`src/rtl/dsp_frame_sequencer.sv`:
```
// Per-sample frame controller in front of DSPCore: derives a sample tick from
// an internal divider or an external strobe, presents a stable input frame,
// waits for the core run length, then captures the core outputs as one frame.
module dsp_frame_sequencer #(
  parameter int WIDTH             = 36,
  parameter int CHANNELS          = 8,
  parameter int CYCLES_PER_SAMPLE = 2083,
  parameter int RUN_CYCLES        = 50
) (
  input  logic                      clk,
  input  logic                      reset,
  input  logic                      enable,
  input  logic                      ext_mode,
  input  logic                      sample_strobe,
  input  logic                      adc_valid,
  input  logic [CHANNELS*WIDTH-1:0] adc_data,
  output logic                      core_start,
  output logic [CHANNELS*WIDTH-1:0] core_inputs,
  input  logic [CHANNELS*WIDTH-1:0] core_outputs,
  output logic [CHANNELS*WIDTH-1:0] dac_data,
  output logic                      dac_valid,
  output logic                      busy,
  output logic                      overrun,
  input  logic                      clear_overrun,
  output logic [31:0]               sample_count
);

  localparam int FW = CHANNELS * WIDTH;
  localparam int DW = (CYCLES_PER_SAMPLE > 1) ? $clog2(CYCLES_PER_SAMPLE) : 1;
  localparam int RW = $clog2(RUN_CYCLES + 1);

  typedef enum logic [1:0] {IDLE, START, RUN, CAPTURE} state_t;

  state_t        state, state_nxt;
  logic [DW-1:0] div;
  logic [RW-1:0] run_cnt;
  logic [FW-1:0] staging;
  logic          int_tick, tick, run_done;

  assign int_tick = enable && !ext_mode && (div == DW'(CYCLES_PER_SAMPLE - 1));
  assign tick     = enable && (ext_mode ? sample_strobe : int_tick);
  assign run_done = (state == RUN) && (run_cnt == RW'(RUN_CYCLES - 1));

  // Outputs decode the state register only, so no input reaches them combinationally.
  assign core_start = (state == START);
  assign dac_valid  = (state == CAPTURE);
  assign busy       = (state != IDLE);

  // Sample-period divider; held at 0 whenever internal ticking is not selected.
  always_ff @(posedge clk) begin
    if (reset || !enable || ext_mode) div <= '0;
    else if (int_tick)                div <= '0;
    else                              div <= div + DW'(1);
  end

  // State register.
  always_ff @(posedge clk) begin
    if (reset) state <= IDLE;
    else       state <= state_nxt;
  end

  // Next-state logic: one frame per accepted tick, fixed run length.
  always_comb begin
    state_nxt = state;
    case (state)
      IDLE:    if (tick) state_nxt = START;
      START:   state_nxt = RUN;
      RUN:     if (run_done) state_nxt = CAPTURE;
      CAPTURE: state_nxt = IDLE;
      default: state_nxt = IDLE;
    endcase
  end

  // Frame datapath, run counter, frame counter and sticky overrun flag.
  always_ff @(posedge clk) begin
    if (reset) begin
      staging      <= '0;
      core_inputs  <= '0;
      dac_data     <= '0;
      run_cnt      <= '0;
      sample_count <= '0;
      overrun      <= 1'b0;
    end else begin
      if (adc_valid) staging <= adc_data;
      // Fresh ADC data in the tick cycle wins over the staged frame.
      if (state == IDLE && tick) core_inputs <= adc_valid ? adc_data : staging;
      if (state == START)    run_cnt <= '0;
      else if (state == RUN) run_cnt <= run_cnt + RW'(1);
      if (run_done) dac_data <= core_outputs;
      if (state == CAPTURE) sample_count <= sample_count + 32'd1;
      // A tick while a frame is in flight is dropped; set beats clear.
      if (tick && state != IDLE) overrun <= 1'b1;
      else if (clear_overrun)    overrun <= 1'b0;
    end
  end

endmodule

```
`config.mk`:
```
export PLATFORM = sky130hd
export DESIGN_NAME = dsp_frame_sequencer
export DESIGN_NICKNAME = d
export VERILOG_FILES = /design/src/rtl/dsp_frame_sequencer.sv
export SDC_FILE = /design/constraint.sdc
export NUM_CORES = 2
export LEC_CHECK = 0
export CORE_AREA = 2 2 465 467
export DETAILED_ROUTE_END_ITERATION = 7
export DIE_AREA = 0 0 467 469
export GPL_TIMING_DRIVEN = 0
export PLACE_DENSITY_LB_ADDON = 0.08
export SLEW_MARGIN = 20
export SYNTH_ARGS = -nofsm -noshare
export SYNTH_HDL_FRONTEND = slang
export SYNTH_SLANG_ARGS = --single-unit
```
`constraint.sdc`:
```
create_clock -name clk -period 6.9 [get_ports clk]
set_input_delay 1.035 -clock clk [delete_from_list [all_inputs] [get_ports clk]]
set_output_delay 1.035 -clock clk [all_outputs]
set_load 0.005 [all_outputs]
```
# Word-level counts from Yosys, hierarchy flattened
# Cells that the tools add are included.
[word_totals]
regBits = 917
in_bits = 583
elab_cells = 41
[classes]
n_eq_ne = 7
n_reduce_logical = 16
mux = 7
addsub = 3
[ops]
columns = ["cell", "n"]
rows = [
  ["$mux W288", 1],
  ["$add A32 B1 Y32 const B", 1],
  ["$add A12 B1 Y12 const B", 1],
  ["$eq A12 B12 Y1 const B", 1],
  ["$pmux W2 S4", 1],
  ["$add A6 B1 Y6 const B", 1],
  ["$eq A6 B6 Y1 const B", 1],
  ["$logic_and A1 B1 Y1", 6],
  ["$eq A2 B2 Y1 const B", 2],
  ["$mux W2", 2],
  ["$ne A2 B2 Y1 const B", 2],
  ["$reduce_bool A2 Y1", 2],
  ["$reduce_or A2 Y1", 2],
  ["$mux W1", 3],
  ["$eq A2 B1 Y1 const B", 1],
  ["$logic_not A1 Y1", 2],
  ["$logic_not A2 Y1", 1],
  ["$logic_or A1 B1 Y1", 2],
  ["$reduce_and A2 Y1", 1],
]

# Logic depth before layout (Yosys ltp)
[depth]
ltp_word = 7
depth_mapped = 9
mapped_depth_nobuf = 6

# Worst setup path before layout
# No wires, ideal clock.
[synth_path]
kind = "input to register"
start = "input adc_valid"
end = "register core_inputs[72]"
path_buffers = 3
setup_slack_ps = 4213
setup_time_ps = 132
path_stages = 7
arrival_ps = 2555
cell_sequence = "clkbuf_1 clkbuf_1 clkbuf_1 mux2i_1 nand2_1 a211oi_1 nor3_1"
[synth_via]
elab_chain_cells = 1
[synth_lines]
columns = ["element", "line", "source"]
rows = [
  ["from (decl)", "15", "input logic adc_valid,"],
  ["$mux W288", "--", ""],
  ["to (signal assigned)", "86", "if (state == IDLE && tick) core_inputs <= adc_valid ? adc_data : staging;"],
  ["to (decl)", "18", "output logic [CHANNELS*WIDTH-1:0] core_inputs,"],
]
# Every way passes these cells.
# A chain may end at the register's enable or synchronous reset.

# Worst setup path after layout
[layout_path]
start = "register state[0]"
end = "register dac_data[211]"
[layout_via]
elab_chain_cells = 2
[layout_lines]
columns = ["element", "line", "source"]
rows = [
  ["from (decl)", "34", "state_t state, state_nxt;"],
  ["from (signal assigned)", "59", "else state <= state_nxt;"],
  ["$eq A2 B2 Y1", "42", "assign run_done = (state == RUN) && (run_cnt == RW'(RUN_CYCLES - 1));"],
  ["$logic_and A1 B1 Y1", "42", ""],
  ["to (signal assigned)", "89", "if (run_done) dac_data <= core_outputs;"],
  ["to (decl)", "20", "output logic [CHANNELS*WIDTH-1:0] dac_data,"],
]
# Every way passes these cells.

==> summary.md <==
| Metric | Value |
|---|---|
| Synth Net Count | 4727 |
| Fillers | 23200 |
| RSZ-0062 raised after global routing | false |
| Max incr delay on CP | approximately 0.73 ns |
| First-pass GRT wire length | around 280 mm |
| Wire length per cell | about 25 microns |
| CTS buffer count | around 120 |
| Clk_skew | roughly 0.04 ns |
| Num rows | 170 |
| Resized Gates After CTS | 0 |
| Die Height | approximately 470 microns |
| CTS Root Cell | clkbuf_16 |
| Hold Crit Class | register to register |
| Setup TNS | 0 ns |
| Final #Nets | just over 6000 |
| Pwr Density | about 250 nW/um^2 |
| Area leader, netlist | dfxtp_1 |
| Crit Path Class | register to register |
| Cell Area, Placed | 50800 sq um |
| Io pins | between 1000 and 1500 |
| Total GRT Usage | between 10% and 20% |
| Clock sink count | between 900 and 1000 |
| Distinct cells, synth | 40 |
| Share of layout cells above drive strength 1 | ~5.3% |
| Critical Path AT | between 3 and 4 ns |
| Crit-path cells | inv_1 > ha_1 > clkbuf_1 > and4_1 > clkbuf_1 > clkbuf_1 > buf_2 > nand2_1 > a21oi_1 |
| Period utilization | between 40 and 50% |
| Clock slew seen by the registers of the worst setup and hold paths | 0.06 ns |
| # Post-CTS Setup Buffers | 0 |
| Fmax achieved | 304 MHz |
| Maximum vdd ir drop | 0.185 mV |
| Post-route ant nets | 0 |
| Clock Latency Late Sink | just under 0.8 ns |
| CP Data Required Time | 7.57 ns |
| CP Capture Type | register |
| Critical path fanouts, max | 10 |
| Main area contributors after synthesis | dfxtp_1 52%, nand2_1 9.4%, nor3_1 8.3% |
| Buf+Inv Stages, Crit Path | 5 |
| Largest net degree at the start of global routing | 17 |
| Initial DRC count | 1692 |
| GPL Wtd Cong | 0.845 |
| Final HPWL DP | between 150 and 200 mm |
| Max Transition Viols Final | 0 |
| Total Die Area | about 220000 sq um |
| Hold Slack | 0.452 ns |
| Hold_buf cts | 0 |
| H-tree depth | 3 |
| Multi-input gate area | between 15000 and 20000 sq um |
| Horiz. Die Dim | 467 microns |
| Max Buffers Root-to-Sink | 3 |
| Startpoint types | register |
| Final setup fails | 0 |
| Fin area | about 55000 sq um |
| Synth top area share | 52.3% |
| Crit-path slowest cell | clkbuf_1 |
| Total grt overflow | 0 |
| Register area | 18400 sq um |
| Mapped Cells | between 4000 and 5000 |
| Initial Util | between 10% and 20% |
| Final Power | approximately 14 mW |
| Register bit total from synthesis | ~900 |
| Most used cell, CP | clkbuf_1 |
| Cell Area, Synth | approximately 35000 sq um |
| Vias in the first global route | between 30000 and 40000 |
| Final Hold Fails | 0 |
| Outcome | finished, final reports clean |
| Worst Tran Pin Value | ~1.1 ns |
| # DRC | 0 |
| Yosys warns | 0 |
| Syn_area_per_cell | roughly 8.5 sq um |
| CTS tree | yes |
| Leakage power | 20.0 nW |
| Routed wire length | roughly 210 mm |
| Minimum clock period | around 3.3 ns |
| Sequential share of the synthesized area | 52.3% |
| Vias per inst | between 4 and 5 |
| Layout area overhead | 56.4% |
| Antenna violations before repair | around 150 |
| Crit-path leading delay family | buffers and inverters |
| Layout Utilization | 25.7% |
| Pre-Repair DR Iteration Count | 7 |
| Normalized max-slew margin | 26.1% |
| Port-buffer cells | 1192 |
| Core ar. | 214000 sq um |
| Max-cap violation count | 0 |
| Routed vias | 34800 |
==> area by class of cell <==
type | instances | area share [%]
Timing Repair Buffer | 1200 | 22.1
Antenna cell | 36 | 0.164
Clock buffer | 179 | 6.41
Sequential cell | 917 | 33.5
Buffer | 398 | 2.95
Tap cell | 2838 | 6.47
Clock inverter | 35 | 0.878
Inverter | 16 | 0.109
Multi-Input combinational cell | 2804 | 27.5
==> cells by family (layout without fill, tap and decap cells) <==
kind of cell,count (synthesis),after routing,synth area share (%)
and+or+nand+nor,1857,1857,22.6
muxes,292,292,8.34
adders and majority gates,9,9,0.321
other,0,36,0
AOI/OAI and AO/OA,622,622,11.1
xor gates and xnor gates,24,24,0.599
buffers and inverters,414,1828,4.73
DFF,917,917,52.3
==> worst paths after layout <==
check / from / to / slack [ns] / depth (start not counted)
worst max register to register: state[0]$_SDFFE_PP0P_ / dac_data[211]$_SDFFE_PP0P_ / 3.61 / 9
worst max-delay path: state[0]$_SDFFE_PP0P_ / dac_data[211]$_SDFFE_PP0P_ / 3.61 / 9
worst min register to register: dac_data[0]$_SDFFE_PP0P_ / dac_data[0]$_SDFFE_PP0P_ / 0.45 / 2
worst min-delay path: dac_data[0]$_SDFFE_PP0P_ / dac_data[0]$_SDFFE_PP0P_ / 0.45 / 2
==> layout by cell type (no fill, tap or decap), types with 9 or more instances in the layout <==
cell type	count
diode_2	36
buf_2	78
dfxtp_1	917
o31ai_1	12
nand4_1	12
xnor2_1	14
bufinv_16	9
inv_1	16
clkbuf_8	29
a21oi_1	309
nand3_1	10
nor2_1	321
clkbuf_16	120
mux2i_1	290
buf_1	21
clkbuf_1	314
nor3_1	580
clkinv_2	16
clkdlybuf4s50_1	1192
nand2_1	882
clkbuf_2	14
ha_1	9
xor2_1	10
a211oi_1	289
or4_1	15
==> metal layers <==
| metal | vias up | share of wire (%) | track usage [%] |
|---|---|---|---|
| met3 | 453 | 9.4 | 8.02 |
| met5 | - | 0.36 | 0 |
| met2 | 1090 | 50 | 33.5 |
| met4 | 130 | 4.3 | 7.14 |
| li1 | 16900 | - | - |
| met1 | 16200 | 35 | 18.8 |
==> registers in the layout, indices dropped and copies added (netlist names) <==
| name | flops |
|---|---|
| div | 12 |
| dac_data | 288 |
| overrun | 1 |
| run_cnt | 6 |
| core_inputs | 288 |
| staging | 288 |
| state | 2 |
| sample_count | 32 |
==> synth_stat cells, drive strengths merged <==
library cell,n
a2111oi,1
a211oi,289
a21oi,309
a221o,1
a221oi,1
a31oi,1
and2,1
and3,1
and3b,1
and4,4
buf,100
clkbuf,298
dfxtp,917
ha,9
inv,16
mux2,2
mux2i,290
nand2,882
nand2b,2
nand3,10
nand3b,1
nand4,14
nor2,321
nor2b,3
nor3,581
nor3b,2
nor4,6
nor4b,1
nor4bb,1
o21ai,8
o31ai,12
or2,3
or3,8
or4,15
xnor2,14
xor2,10
==> metrics by stage <==
stage,cells,setup WS [ns]
floorplan,4135,4.21
global placement,8165,0.978
detailed placement,8173,2.79
CTS,8387,3.53
global route,8400,3.40
finish,8423,3.61
==> worst reg2reg max path: cells and delay by family, from the launching register on <==
kind / cells / cell delay, ns
and+or+nand+nor: 2 / 0.39
adders and majority gates: 1 / 0.15
buffers and inverters: 5 / 2.21
DFF: 1 / 0.33
AOI/OAI and AO/OA: 1 / 0.15
==> power by group <==
| group | internal (mW) | leakage [nW] | switching [mW] |
|---|---|---|---|
| combinational | 0.874 | 10.5 | 1.02 |
| clock | 3.83 | 1.96 | 2.63 |
| sequential | 5.52 | 7.48 | 0.107 |
| total | 10.2 | 20.0 | 3.75 |
Note: power is estimated with default switching activity, not from simulation.
